$ cat src/rtl/bram_reader_pkg.sv
// bram_reader_pkg: shared state type and buffer depth for the BRAM stream reader
package bram_reader_pkg;
  localparam int FIFO_DEPTH = 2;
  typedef enum logic [1:0] {IDLE, RUN, FLUSH, DONE} state_t;
endpackage

$ cat src/rtl/bram_stream_reader_if.sv
// bram_stream_reader_if: command, RAM read port and output stream of the reader
interface bram_stream_reader_if #(
  parameter int DATA_WIDTH = 32,
  parameter int ADDR_WIDTH = 10
);
  logic                  start;
  logic [ADDR_WIDTH-1:0] base_addr;
  logic [ADDR_WIDTH:0]   length;
  logic                  busy;
  logic                  done;
  logic                  rd_en;
  logic [ADDR_WIDTH-1:0] rd_addr;
  logic [DATA_WIDTH-1:0] rd_data;
  logic                  m_valid;
  logic                  m_ready;
  logic [DATA_WIDTH-1:0] m_data;
  logic                  m_last;
  modport master (
    input  start, base_addr, length, rd_data, m_ready,
    output busy, done, rd_en, rd_addr, m_valid, m_data, m_last
  );
  modport slave (
    output start, base_addr, length, rd_data, m_ready,
    input  busy, done, rd_en, rd_addr, m_valid, m_data, m_last
  );
endinterface

$ cat src/rtl/bram_reader_fifo2.sv
// bram_reader_fifo2: two-entry synchronous FIFO absorbing the RAM read latency
module bram_reader_fifo2
  import bram_reader_pkg::*;
#(
  parameter int WIDTH = 32
) (
  input  logic             clk,
  input  logic             rst,
  input  logic             push,
  input  logic             pop,
  input  logic [WIDTH-1:0] din,
  output logic [WIDTH-1:0] dout,
  output logic [1:0]       count
);
  logic [WIDTH-1:0] mem [FIFO_DEPTH];
  logic wp, rp;
  always_ff @(posedge clk) begin
    if (rst) begin
      mem   <= '{default: '0};
      wp    <= 1'b0;
      rp    <= 1'b0;
      count <= 2'd0;
    end else begin
      if (push) begin
        mem[wp] <= din;
        wp      <= ~wp;
      end
      if (pop) rp <= ~rp;
      count <= count + 2'(push) - 2'(pop);
    end
  end
  assign dout = mem[rp];
endmodule

$ cat src/rtl/bram_stream_reader.sv
// bram_stream_reader: walks a RAM address range and streams the words out
// as a valid/ready stream with a last marker, hiding the one-cycle read latency.
module bram_stream_reader
  import bram_reader_pkg::*;
#(
  parameter int DATA_WIDTH = 32,
  parameter int ADDR_WIDTH = 10
) (
  input logic clk,
  input logic rst,
  bram_stream_reader_if.master bus
);
  localparam logic [ADDR_WIDTH:0] ONE = 1;
  state_t state, state_n;
  logic [ADDR_WIDTH-1:0] addr_cnt, last_addr;
  logic [ADDR_WIDTH:0]   issue_cnt, beat_cnt;
  logic [1:0]            count;
  logic                  inflight, accept, issue, pop;
  logic [DATA_WIDTH-1:0] head;
  assign accept = state == IDLE && bus.start;
  assign pop    = bus.m_valid && bus.m_ready;
  // a read goes out only if its data is sure to find a free slot when it lands
  assign issue  = state == RUN && (int'(count) + int'(inflight) < FIFO_DEPTH + int'(pop));
  always_ff @(posedge clk) state <= rst ? IDLE : state_n;
  always_comb begin
    state_n = state;
    state_n = state == IDLE  ? (accept ? (bus.length == '0 ? DONE : RUN) : IDLE)
            : state == RUN   ? (issue && issue_cnt == ONE ? FLUSH : RUN)
            : state == FLUSH ? (pop && bus.m_last ? DONE : FLUSH)
            : IDLE;
  end
  always_ff @(posedge clk) begin
    if (rst) begin
      addr_cnt  <= '0;
      last_addr <= '0;
      issue_cnt <= '0;
      beat_cnt  <= '0;
      inflight  <= 1'b0;
    end else begin
      inflight <= issue;
      if (accept) begin
        addr_cnt  <= bus.base_addr;
        issue_cnt <= bus.length;
        beat_cnt  <= bus.length;
      end
      if (issue) begin
        addr_cnt  <= addr_cnt + 1'b1;
        last_addr <= addr_cnt;
        issue_cnt <= issue_cnt - ONE;
      end
      if (pop) beat_cnt <= beat_cnt - ONE;
    end
  end
  bram_reader_fifo2 #(.WIDTH(DATA_WIDTH)) fifo (
    .clk   (clk),
    .rst   (rst),
    .push  (inflight),
    .pop   (pop),
    .din   (bus.rd_data),
    .dout  (head),
    .count (count)
  );
  assign bus.busy    = state == RUN || state == FLUSH;
  assign bus.done    = state == DONE;
  assign bus.rd_en   = issue;
  assign bus.rd_addr = issue ? addr_cnt : last_addr;
  assign bus.m_valid = count != 2'd0;
  assign bus.m_data  = head;
  assign bus.m_last  = bus.m_valid && beat_cnt == ONE;
endmodule
$ cat src/flat_wrapper.sv
// flat-port wrapper written by rule: the top's interface ports become plain ports
module bram_stream_reader_flat import bram_reader_pkg::*;
#(
  parameter int DATA_WIDTH = 32,
  parameter int ADDR_WIDTH = 10
)
  (clk, rst, bus_start, bus_base_addr, bus_length, bus_rd_data, bus_m_ready, bus_busy, bus_done, bus_rd_en, bus_rd_addr, bus_m_valid, bus_m_data, bus_m_last);
  bram_stream_reader_if #(.DATA_WIDTH(DATA_WIDTH), .ADDR_WIDTH(ADDR_WIDTH)) bus_i ();
  input logic clk;
  input logic rst;
  input wire logic [$bits(bus_i.start)-1:0] bus_start;
  input wire logic [$bits(bus_i.base_addr)-1:0] bus_base_addr;
  input wire logic [$bits(bus_i.length)-1:0] bus_length;
  input wire logic [$bits(bus_i.rd_data)-1:0] bus_rd_data;
  input wire logic [$bits(bus_i.m_ready)-1:0] bus_m_ready;
  output wire logic [$bits(bus_i.busy)-1:0] bus_busy;
  output wire logic [$bits(bus_i.done)-1:0] bus_done;
  output wire logic [$bits(bus_i.rd_en)-1:0] bus_rd_en;
  output wire logic [$bits(bus_i.rd_addr)-1:0] bus_rd_addr;
  output wire logic [$bits(bus_i.m_valid)-1:0] bus_m_valid;
  output wire logic [$bits(bus_i.m_data)-1:0] bus_m_data;
  output wire logic [$bits(bus_i.m_last)-1:0] bus_m_last;
  assign bus_i.start = bus_start;
  assign bus_i.base_addr = bus_base_addr;
  assign bus_i.length = bus_length;
  assign bus_i.rd_data = bus_rd_data;
  assign bus_i.m_ready = bus_m_ready;
  assign bus_busy = bus_i.busy;
  assign bus_done = bus_i.done;
  assign bus_rd_en = bus_i.rd_en;
  assign bus_rd_addr = bus_i.rd_addr;
  assign bus_m_valid = bus_i.m_valid;
  assign bus_m_data = bus_i.m_data;
  assign bus_m_last = bus_i.m_last;
  bram_stream_reader #(.DATA_WIDTH(DATA_WIDTH), .ADDR_WIDTH(ADDR_WIDTH)) u_core (.clk(clk), .rst(rst), .bus(bus_i));
endmodule
$ cat config.mk
export PLATFORM = sky130hd
export DESIGN_NAME = bram_stream_reader_flat
export DESIGN_NICKNAME = d
export VERILOG_FILES = /design/src/rtl/bram_reader_pkg.sv /design/src/rtl/bram_stream_reader_if.sv /design/src/rtl/bram_reader_fifo2.sv /design/src/rtl/bram_stream_reader.sv /design/src/flat_wrapper.sv
export SDC_FILE = /design/constraint.sdc
export NUM_CORES = 1
export LEC_CHECK = 0
export ABC_AREA = 1
export CAP_MARGIN = 40
export CORE_MARGIN = 10
export CORE_UTILIZATION = 32
export CTS_CLUSTER_SIZE = 20
export DETAILED_ROUTE_END_ITERATION = 7
export PLACE_DENSITY = 0.62
export SYNTH_ARGS = -nofsm -noshare
export SYNTH_HDL_FRONTEND = slang
export SYNTH_SLANG_ARGS = --single-unit
$ cat constraint.sdc
create_clock -name clk -period 1.86 [get_ports clk]
set_clock_uncertainty 0.05 [all_clocks]
set_input_delay 0.372 -clock clk [delete_from_list [all_inputs] [get_ports clk]]
set_output_delay 0.372 -clock clk [all_outputs]
set_load 0.02 [all_outputs]
**Yosys cells after proc, flatten, opt, wreduce, memory -nomap -nowiden**

Index checks and enable logic that the tools add are counted.

- Output and inout bits: 47
- Word-level logic and storage cells: 63
- RAM bits: 0
- Memories: 0
- Register bits: 113
- Bits in latches: 0
- Memory bits (read-only): 0

- Bitwise operators: 4
- $mul: 0
- Magnitude comparators: 4
- Shifts and indexed selects: 0
- Eq/ne operators: 5
- Divide/modulo/power cells: 0
- Muxes and demuxes: 19
- Reduce and logical (&&, ||, !) cells: 13
- $add $sub $neg: 7

Operators by type and width:

| kind | count |
|---|---|
| $mux W32 | 4 |
| $bwmux W64 | 1 |
| $mux W11 | 3 |
| $demux W32 S1 | 1 |
| $lt A32 B32 Y1 | 1 |
| $mux W10 | 3 |
| $eq A11 B1 Y1 const B | 2 |
| $sub A11 B1 Y11 const B | 2 |
| $mux W2 | 6 |
| $logic_not A11 Y1 | 1 |
| $add A10 B1 Y10 const B | 1 |
| $logic_and A1 B1 Y1 | 7 |
| $reduce_bool A2 Y1 | 3 |
| $eq A2 B2 Y1 const B | 2 |
| $ge A2 B2 Y1 const B | 2 |
| $not A1 Y2 | 2 |
| $add A2 B1 Y3 | 1 |
| $add A2 B1 Y3 const A | 1 |
| $add A2 B1 Y2 | 1 |
| $eq A2 B1 Y1 const B | 1 |
| $logic_not A2 Y1 | 1 |
| $lt A2 B1 Y1 const B | 1 |
| $not A1 Y1 | 2 |
| $sub A2 B1 Y2 | 1 |
| 2 further kinds | 2 |

**Longest topological paths before layout**

- Depth after elaboration: 9
- Gate-level depth with buffers: 11
- Gate-level depth less buffers: 10

**Modules after synthesis**

A second synthesis with hierarchy kept.

- Cells, all modules: 753
- Area, all modules: 5,559.1 um^2

Modules (own cells, without submodules):

| module | cells each | area each (um^2) | times used | seq. area each (um^2) |
|---|---|---|---|---|
| bram_reader_fifo2 | 339 | 2,802.7 | 1 | 1,361.3 |
| bram_stream_reader | 414 | 2,756.4 | 1 | 900.9 |

**Least setup slack after synthesis**

OpenSTA, ideal clock, no wires.

- Path kind: flip-flop to output port
- From: register u_core.fifo.count[0]
- To: output port bus_rd_addr[2]
- Slack: -86 ps
- Data arrival time: 1,524 ps
- Cell stages (with the launch flop): 10
- Buffers on the path: 1
- Path through: dfxtp_1 -> ha_1 -> ha_1 -> nand2_4 -> nand2_8 -> inv_6 -> buf_8 -> or2_1 -> o21ai_2 -> inv_1

- Longest elaborated chain between the ends: 6
- Elaborated cells on any way between the ends: 7
- Classes of those cells: add/sub (2); order compare (1); mux (1); reduce/logical (3)

RTL lines:

| item | RTL line | source |
|---|---|---|
| start, declared | bram_reader_fifo2.sv:13 | `output logic [1:0] count` |
| start signal, assigned | bram_reader_fifo2.sv:29 | `count <= count + 2'(push) - 2'(pop);` |
| $reduce_bool A2 Y1 | bram_stream_reader.sv:67 | `assign bus.m_valid = count != 2'd0;` |
| $logic_and A1 B1 Y1 | bram_stream_reader.sv:21 | `assign pop = bus.m_valid && bus.m_ready;` |
| $add A2 B1 Y3 | bram_stream_reader.sv:23 | `assign issue = state == RUN && (int'(count) + int'(inflight) < FIFO_DEPTH + int'(pop));` |
| $lt A32 B32 Y1 * | bram_stream_reader.sv:23 |  |
| $logic_and A1 B1 Y1 * | bram_stream_reader.sv:23 |  |
| $mux W10 * | bram_stream_reader.sv:66 | `assign bus.rd_addr = issue ? addr_cnt : last_addr;` |
| end, declared | flat_wrapper.sv:19 | `output wire logic [$bits(bus_i.rd_addr)-1:0] bus_rd_addr;` |

Every way passes the cells marked *; elsewhere a longest branch is shown, timed or not.

**Worst setup path in the final report**

- From: register u_core.inflight
- To: output port bus_rd_addr[4]

- Longest elaborated chain between the ends: 4

RTL lines:

| item | RTL line | source |
|---|---|---|
| start, declared | bram_stream_reader.sv:18 | `logic inflight, accept, issue, pop;` |
| start signal, assigned | bram_stream_reader.sv:40 | `inflight <= issue;` |
| $add A2 B1 Y3 | bram_stream_reader.sv:23 |  |
| $lt A32 B32 Y1 | bram_stream_reader.sv:23 |  |
| $logic_and A1 B1 Y1 | bram_stream_reader.sv:23 |  |
| $mux W10 | bram_stream_reader.sv:66 |  |

Every way passes these cells.

==> metrics <==
Unique masters post-synth=40; Clk pwr share=38.2%; # diodes=0; Clock transition at path regs=0.05 ns; grt met1 use=17.6%; asr flop ratio synth=0%; layout cells sized above 1=between 20% and 30%; top cell type's share of synthesized area=40.7%; dpl cells=1134; failing checks=negative setup slack; antenna violations before repair=0; Routed WL=~17000 um; register area=2270 um2; number of nets with antenna violations after routing=0; Core ar.=17200 um2; Slew Limit Fails=0; fmax=439 MHz; end of the worst register-to-register path=u_core.last_addr[2]; worst hold path startpoint=u_core.issue_cnt[1]; Slew HR=between 70% and 80%; met3 GRT Util=4.09%; CP Max Fanout=12; vias after detailed routing=5544; Hold Crit Endpoint=u_core.issue_cnt[1]; GPL Wtd Cong=0.814; Layout Nets=1025; EDFF count, synth=0; IO buf count=103; die width=152 um; Hold Slack=0.428 ns; Final Cycle Share=122%; Synth Cell Area=5560 um2; Arr. time, crit path=1.85 ns; First DRT Iteration DRCs=330; Final HPWL DP=between 10000 and 15000 um; GRT Max-Usage Layer=met2; Hold Fails Final Rpt=0; yosys warns=0; Hold WC Path Type=register to register; Clock Tree Buf Depth=2; Crit Path Category=register to primary output; ys flop type=dfxtp_1; post-synthesis cell type with the largest combined area=dfxtp_1; startpoint types=register; # IOs=roughly 100; Final min period=2.28 ns; Root Driver=clkbuf_16; Flop pwr share=between 20% and 30%; Crit Reg-Reg Startpoint=u_core.inflight; GR Layer Usage met2=21.6%; CTS tree=yes; Setup Viol. Count Final=14; flop2flop setup slack=-0.32 ns; Routed WL per cell=13.9 um; CTS H-tree depth=4; DRC errors left=0; first-pass GRT wire length=26500 um; Rows=48; max-cap viol count=0; multi-input logic area=3010 um2; Worst Reg2Reg Path Length in Cells=14; 1st-pass router iterations=5; count leader, synth=nand2_1; Synth Instances=800; Seq/Total Area, Yosys=40.7%; PnR worst setup slack=-0.416 ns; status=complete, but fails checks; leakage=around 0.0037 uW; TritonCTS buffer count=17; Area Overhead vs Synth=46.2%; # fillers=approximately 1800; Hold Buf Count CTS=0; RSZ-0062 raised after global routing=yes; PD cells=1190 nW/um2; initial core utilization=32.4%; Sink Count=approximately 110; Total GRT Usage=between 10% and 20%; largest net degree at the start of global routing=66; Gate power share=32.0%; total power=9700 uW; Internal Pwr Total=6680 uW; syn_nets=870; vias in the first global route=between 5000 and 6000; Yosys reg bits=between 100 and 150; Syn Area/Cell=6.96 um2; worst IR drop on VDD=approximately 660 uV; die area=23100 um2; Net Sw Frac=31.1%; Die Ht=152 um; critical path required time=1.44 ns; Final Non-Filler Cells=1191; Worst-Margin Slew=0.318 ns; top cells by instance count after synthesis=nand2_1, nor2_1, dfxtp_1, o21ai_0, inv_1; CP endpoint kind=primary output; clock latency on the worst-skew pair=0.41 ns; Worst Hold Depth=2; remaining global-route overflow=0; number of vias per cell=4.65; sw power=3020 uW; dominant cells by area after synthesis=dfxtp_1, nand2_1, nor2_1
[worst max-delay path, stage by stage (launching register included)]
cell and delay [ns]:
dfxtp_2 0.33, ha_4 0.16, ha_4 0.26, nand2_4 0.06
nand2_8 0.09, inv_8 0.06, or2_4 0.25, o21ai_4 0.06
inv_2 0.05, buf_6 0.12
[per-layer routing]
layer	wire length [um]	up-vias	share of wire (%)
li1	-	2855	-
met1	8000	2535	48
met2	7600	141	46
met3	787	13	4.8
met4	137	0	0.83
met5	0	-	0
[state kept, by name (all words and copies together), names as in the netlist]
name	cells
u_core.state	2
u_core.issue_cnt	11
u_core.fifo.count	2
u_core.addr_cnt	10
u_core.fifo.wp	1
u_core.fifo.mem	64
u_core.beat_cnt	11
u_core.fifo.rp	1
u_core.inflight	1
u_core.last_addr	10
[power groups by stage]
stage               Clock, uW  Sequential [uW]  Combinational [uW]
floorplan                   0             2910                1680
global placement            0             2910                2750
detailed placement          0             2920                2770
CTS                      3770             2880                2890
global route             3870             2920                3440
finish                   3700             2890                3100
[per-stage QoR]
step | TNS (ns) | utilization [%] | worst slack (ns) | cell area [um2]
global placement | -12.56 | 41.5 | -0.647 | 7130
floorplan | 0 | - | 0.00970 | 5590
finish | -4.67 | 47.3 | -0.416 | 8130
global route | -5.96 | 47.3 | -0.486 | 8130
detailed placement | -12.71 | 41.5 | -0.673 | 7130
CTS | -4.95 | 46.3 | -0.436 | 7960
[area by class of cell]
cell class / instances / area share, %
clock buffer: 20 / 5.62
timing repair buffer: 177 / 20.4
multi-input combinational: 588 / 37.0
tap: 225 / 3.46
timing repair inverter: 2 / 0.246
clock inverter: 10 / 2.55
sequential: 113 / 27.9
inverter: 56 / 2.89
[worst max-delay path by stage]
stage / startpoint / endpoint / slack (ns) / depth (start not counted)
2_1_floorplan: u_core.fifo.count[0] / bus_rd_addr[2] / 0.01 / 9
3_3_place_gp: bus_m_ready / bus_rd_addr[8] / -0.65 / 9
3_5_place_dp: bus_m_ready / bus_rd_addr[6] / -0.67 / 9
4_1_cts: u_core.inflight / bus_rd_addr[4] / -0.44 / 9
5_1_grt: u_core.fifo.count[0] / bus_rd_addr[1] / -0.49 / 9
6_report: u_core.inflight / bus_rd_addr[4] / -0.42 / 9
[kinds of logic (layout without fill, tap and decap cells)]
logic type | count (synthesis) | after routing | share of synthesized area (%)
and+or+nand+nor | 410 | 410 | 30.6
buffers and inverters | 99 | 265 | 8.10
xor gates and xnor gates | 19 | 19 | 2.99
adders and majority gates | 13 | 13 | 2.92
DFF | 113 | 113 | 40.7
AOI/OAI and AO/OA | 146 | 146 | 14.7
[placed cells by master (no fill, tap or decap), drive strengths merged]
master         count
a211oi             5
a21boi             1
a21oi             28
a31oi              7
a41oi              1
and3               1
buf              106
bufinv             6
clkbuf            25
clkdlybuf4s15      9
clkdlybuf4s50     56
clkinv             2
clkinvlp           3
dfxtp            113
dlygate4sd2        1
ha                13
inv               57
nand2            189
nand3             24
nand4              4
nor2             175
nor3               5
nor4               3
o211ai             2
o21ai            102
or2                9
xnor2              3
xor2              16
[what timing repair did]
| action | 4_1_cts | 5_1_grt |
|---|---|---|
| gates resized for setup | 189 | 67 |
| hold endpoints to repair | 0 | 0 |
| pin swaps | 4 | 5 |
| buffers inserted | 16 | 7 |
| endpoints found under the setup margin | 66 | 61 |
| gates cloned | 0 | 4 |
Note: power is estimated with default switching activity, not from simulation.
